### config.mk
export PLATFORM = sky130hd
export DESIGN_NAME = mux21_arb
export DESIGN_NICKNAME = d
export VERILOG_FILES = /design/src/rtl/mux21_arb.sv
export SDC_FILE = /design/constraint.sdc
export NUM_CORES = 1
export LEC_CHECK = 0
export BUFFER_PORTS_ARGS = -buffer_cell sky130_fd_sc_hd__buf_2
export CAP_MARGIN = 15
export CORE_ASPECT_RATIO = 1.4
export CORE_MARGIN = 2
export CORE_UTILIZATION = 40
export DETAILED_ROUTE_END_ITERATION = 10
export PLACE_DENSITY = 0.69
export SKIP_CTS_REPAIR_TIMING = 1
export SYNTH_ARGS = -nofsm -noshare
export SYNTH_HDL_FRONTEND = slang
export SYNTH_SLANG_ARGS = --single-unit
### constraint.sdc
create_clock -name clk -period 2.7 [get_ports clk]
set_input_delay 0.405 -clock clk [delete_from_list [all_inputs] [get_ports clk]]
set_output_delay 0.405 -clock clk [all_outputs]
set_load 0.01 [all_outputs]
### src/rtl/mux21_arb.sv
// Two-channel to one-output arbiter with optional packet lock and a registered output stage.
// Latency: one cycle from input acceptance to y_*; one beat per cycle sustained throughput.
// Backpressure: y_ready reaches the granted channel's ready combinationally through the load enable.
module mux21_arb #(
  parameter int WIDTH    = 8,
  parameter bit PKT_LOCK = 1'b1
) (
  input  logic             clk,
  input  logic             rst_n,
  input  logic [WIDTH-1:0] a0_data,
  input  logic             a0_valid,
  input  logic             a0_last,
  output logic             a0_ready,
  input  logic [WIDTH-1:0] a1_data,
  input  logic             a1_valid,
  input  logic             a1_last,
  output logic             a1_ready,
  output logic [WIDTH-1:0] y_data,
  output logic             y_valid,
  output logic             y_last,
  output logic             y_src,
  input  logic             y_ready
);

  typedef enum logic [1:0] {
    IDLE  = 2'd0,
    LOCK0 = 2'd1,
    LOCK1 = 2'd2
  } state_t;

  state_t           state_q, state_d;
  logic             last_grant_q, last_grant_d;
  logic [WIDTH-1:0] y_data_q, y_data_d;
  logic             y_valid_q, y_valid_d;
  logic             y_last_q, y_last_d;
  logic             y_src_q, y_src_d;

  logic             ld;
  logic             grant;
  logic             acc;
  logic             sel_last;
  logic [WIDTH-1:0] sel_data;

  // Arbitration: lock owner wins outright, otherwise a lone requester wins, otherwise round-robin.
  always_comb begin
    ld    = ~y_valid_q | y_ready;
    grant = ~last_grant_q;
    case (state_q)
      LOCK0:   grant = 1'b0;
      LOCK1:   grant = 1'b1;
      default: begin
        if (a0_valid & ~a1_valid) begin
          grant = 1'b0;
        end else if (a1_valid & ~a0_valid) begin
          grant = 1'b1;
        end else begin
          grant = ~last_grant_q;
        end
      end
    endcase
    // Readies are held low during reset so nothing is consumed while the output stage is cleared.
    a0_ready = rst_n & ld & ~grant;
    a1_ready = rst_n & ld & grant;
    acc      = (a0_valid & a0_ready) | (a1_valid & a1_ready);
    sel_data = grant ? a1_data : a0_data;
    sel_last = grant ? a1_last : a0_last;
  end

  // Next-state for the output register, grant history and packet-lock FSM.
  always_comb begin
    state_d      = state_q;
    last_grant_d = last_grant_q;
    y_data_d     = y_data_q;
    y_valid_d    = y_valid_q;
    y_last_d     = y_last_q;
    y_src_d      = y_src_q;
    if (acc) begin
      y_data_d     = sel_data;
      y_last_d     = sel_last;
      y_src_d      = grant;
      y_valid_d    = 1'b1;
      last_grant_d = grant;
      if (PKT_LOCK) begin
        case (state_q)
          IDLE: begin
            if (!sel_last) begin
              state_d = grant ? LOCK1 : LOCK0;
            end
          end
          LOCK0, LOCK1: begin
            if (sel_last) begin
              state_d = IDLE;
            end
          end
          default: state_d = IDLE;
        endcase
      end
    end else if (ld) begin
      // Output slot drained with nothing to replace it; payload fields keep their last value.
      y_valid_d = 1'b0;
    end
  end

  // State registers; reset favours channel 0 in the first contention.
  always_ff @(posedge clk or negedge rst_n) begin
    if (!rst_n) begin
      state_q      <= IDLE;
      last_grant_q <= 1'b1;
      y_data_q     <= '0;
      y_valid_q    <= 1'b0;
      y_last_q     <= 1'b0;
      y_src_q      <= 1'b0;
    end else begin
      state_q      <= state_d;
      last_grant_q <= last_grant_d;
      y_data_q     <= y_data_d;
      y_valid_q    <= y_valid_d;
      y_last_q     <= y_last_d;
      y_src_q      <= y_src_d;
    end
  end

  assign y_data  = y_data_q;
  assign y_valid = y_valid_q;
  assign y_last  = y_last_q;
  assign y_src   = y_src_q;

endmodule

; Word level (Yosys, flattened, before mapping)
; Index checks and enable logic that the tools add are counted.
[op_classes]
n_eq_ne = 4
reduce_logical = 4
bitwise_logic = 14
muxes = 11
[op_table]
columns = operator, n
row1 = $mux 8, 1
row2 = $and 1x1->1, 7
row3 = $mux 2, 3
row4 = $mux 1, 5
row5 = $not 1->1, 5
row6 = $ne 2x2->1 const B, 2
row7 = $pmux 2 s2, 1
row8 = $reduce_and 3->1, 1
row9 = $eq 2x1->1 const B, 1
row10 = $eq 2x2->1 const B, 1
row11 = $logic_not 2->1, 1
row12 = $or 1x1->1, 2
row13 = $pmux 1 s2, 1
row14 = $reduce_bool 2->1, 1
row15 = $reduce_or 2->1, 1
[totals]
register_bits = 14
output_inout_bits = 13

; Depth between registers and ports, before layout
[logic_depth]
depth_word = 10
depth_mapped = 7
ltp_nobuf = 7

; Least setup slack after synthesis
; No wires, ideal clock.
[synth_timing]
path_type = reg2out
startpoint = register state_q[0]
endpoint = output port a0_ready
required_time_ns = 2.295
path_buffers = 1
path_slack_ns = 0.979
path_stages_with_launch = 7
arrival_time_ns = 1.316
cell_sequence = dfrtp_1 -> inv_1 -> ha_1 -> a21oi_2 -> nand2b_4 -> buf_8 -> and2_1
[synth_via]
elab_chain_cells = 4
elab_cells_between_ends = 5
[synth_rtl]
columns = element, line_no
row1 = from (decl), 31  ; state_t state_q, state_d;
row2 = from (signal assigned), 114  ; state_q <= state_d;
row3 = $eq 2x2->1 or $eq 2x1->1 (tied branches), 48  ; case (state_q)
row4 = $pmux 1 s2 (*), 48
row5 = $not 1->1 (*), 62  ; a0_ready = rst_n & ld & ~grant;
row6 = $and 1x1->1 (*), 62
row7 = to (decl), 13  ; output logic a0_ready,
; Mark *: on every way between the ends. The rest lies on a longest branch, timed or not.

; Worst setup path in the final report
; Ends and elaborated chain as after synthesis.

==> flow_summary.ini <==
[sta]
relSlewSlack = 0.668
period_minus_slack_ns = 2.19
grt_setup_unrepaired = false
setup-violations-final = 0
period_share = 0.812
worst_slew_pin_slew_ns = 0.498
setup_tns_ns = 0
hold_slack_ns = 0.0220
hold_viol = 0
maxSlewViolCount = 0
setup_ws_ns = 0.507
skew_ns = 0.00697
max_clock_freq_mhz = 456

[worst_setup_path]
crit_buf_inv = 2
rr_startpoint = state_q[0]
crit_slowest_cell = ha_1
critPathMaxStageDelay_ns = 0.37
start_kind = flop
worstPathRequired_ns = 2.30
endpoint_kind = output port
critPathKind = reg -> out
rr_worst_depth = 7
cp.arrival_ns = 1.79
timing.rr.end = state_q[0]
crit_start = state_q[0]
path_max_fanout = 13
path_cells = inv_1 > ha_1 > a21oi_2 > nand2b_4 > and2_1 > buf_2
crit_family = simple AND/OR/NAND/NOR gates
ff2ff_setup_slack_ns = 0.65
cp_num_cells = 6

[synthesis]
syn_nets = 105
async_flop_share = 1.00
yosysMostFrequentCell = nand2_1
syn-cell-area_sq_um = 812
synth_edf_count = 0
synth_cell_types = 27
synth_seq_cells = 14
synth_cells = 80
ys_warn_count = 0
synth_top_cell_area_share = 0.401
avgSynthCellArea_sq_um = 10.2
netlist_top_cells_count = 15 x nand2_1, 13 x dfrtp_1, 12 x o21ai_1
ys_seq_area_frac = 0.433
ys_top_cells_by_area = dfrtp_1 40%, mux2i_1 12%, o21ai_1 7.4%
yosysTopAreaCell = dfrtp_1
ys.flop_type = dfrtp_1

[routing]
viasPerCell = 5.04
drt_iter0_markers = 6
via_count = 696
drtAntennaViolNets = 0
wl_mm = 1.62
wl_per_cell_um = 11.8
drcViolationCount = 0
drt_first_pass_iters = 3

[grt]
grt_start_max_net_pins = 17
antenna_found_initial = 0
track_usage = 0.152
first_global_vias = 649
grt_first_pass_wirelength_mm = 2.80
overflow = 0

[power_and_ir_drop]
power.internal_uw = 642
ir_worst_vdd_v = 0.000471
p_per_area_nw_per_um2 = 1070
clock_power_share = 0.115
switching_share = 0.408
switching_power_uw = 442
total_power_uw = 1080
seqPwrFrac = 0.327
combPwrFrac = 0.558
leakage_uw = 0.000534

[die]
die_width_um = 42.1
initial_utilization = 0.417
die_area_sq_um = 2410
die_y_um = 57.3
coreArea_sq_um = 1950
io_pins = 36
rows = 19

[finish]
antennaDiodeCount = 0
fin_nets = 143
fillerInstances = 201
postLayoutCoreUtil = 0.522
drive_above_1_share = 0.393
area_growth_pct = 25.3

[run_status]
outcome = complete, no violations

[clocking]
cts_tree = yes
clk_path_buf_depth = 2
worst_skew_pair.late_latency_ns = 0.28
clk_pin_slew_worst_paths_ns = 0.09
cts_root_buffer = clkbuf_4
htreeDepth = 1
cts_buffers = 3
cts_sinks = 14

[min_path]
hp-class = in -> async

[placement]
hpwlAfterDp_mm = 1.28
portBuffers = 35
dp_slack_ns = 0.676
gp_congestion = 0.728

[job]
drv_cap = 0
## logic make-up (layout without fill, tap and decap cells)
| group | count (synthesis) | after routing | share of synthesized area |
|---|---|---|---|
| DFF | 14 | 14 | 0.433 |
| buffers and inverters | 5 | 42 | 0.0462 |
| adders and majority gates | 2 | 2 | 0.0308 |
| and+or+nand+nor | 27 | 27 | 0.188 |
| AOI/OAI and AO/OA | 22 | 22 | 0.179 |
| muxes | 10 | 10 | 0.123 |
## final cells by class
class | count | area [sq um] | area share
clock buffer | 4 | 26.3 | 0.0258
multi-input combinational | 61 | 423 | 0.416
timing repair buffer | 36 | 183 | 0.180
tap | 21 | 26.3 | 0.0258
sequential | 14 | 352 | 0.346
inverter | 2 | 7.51 | 0.00738
## layer usage
metal  up-vias  GRT usage  share of wire
li1        353          -              -
met1       320      0.199           0.44
met2        19      0.241           0.50
met3         4     0.0158          0.044
met4         0     0.0938          0.019
met5         -          0              0
## metrics by stage
stage,area [sq um],std cells
floorplan,812,80
global placement,991,134
detailed placement,991,134
CTS,1020,138
global route,1020,138
finish,1020,138
## placed cells by master (no fill, tap or decap), types with 2 or more instances in the layout
cell	instances
buf_2	35
nand2_1	15
dfrtp_1	13
o21ai_1	12
mux2i_1	10
clkbuf_4	3
inv_1	2
nand2b_1	2
and2_1	2
a21o_1	2
a21oi_1	2
ha_1	2
## power groups by stage
stage / Clock [uW] / Sequential (uW) / Combinational [uW]
after floorplan: 0 / 395 / 442
after global placement: 0 / 356 / 603
after detailed placement: 0 / 361 / 613
after CTS: 129 / 356 / 615
after global routing: 141 / 366 / 673
final: 125 / 355 / 605
## flip-flops by register name, summed over array words and instances, names as in the netlist
| signal | count |
|---|---|
| state_q | 2 |
| y_data | 8 |
| y_valid | 1 |
| last_grant_q | 1 |
| y_src | 1 |
| y_last | 1 |
## worst max path at each step
| stage | to | slack (ns) |
|---|---|---|
| final | a0_ready | 0.51 |
| after global routing | a0_ready | 0.37 |
| after CTS | a0_ready | 0.48 |
| after detailed placement | state_q[0] | 0.68 |
| after global placement | state_q[0] | 0.79 |
| after floorplan | a0_ready | 0.98 |
No activity file was read; power rests on OpenSTA's default activity.
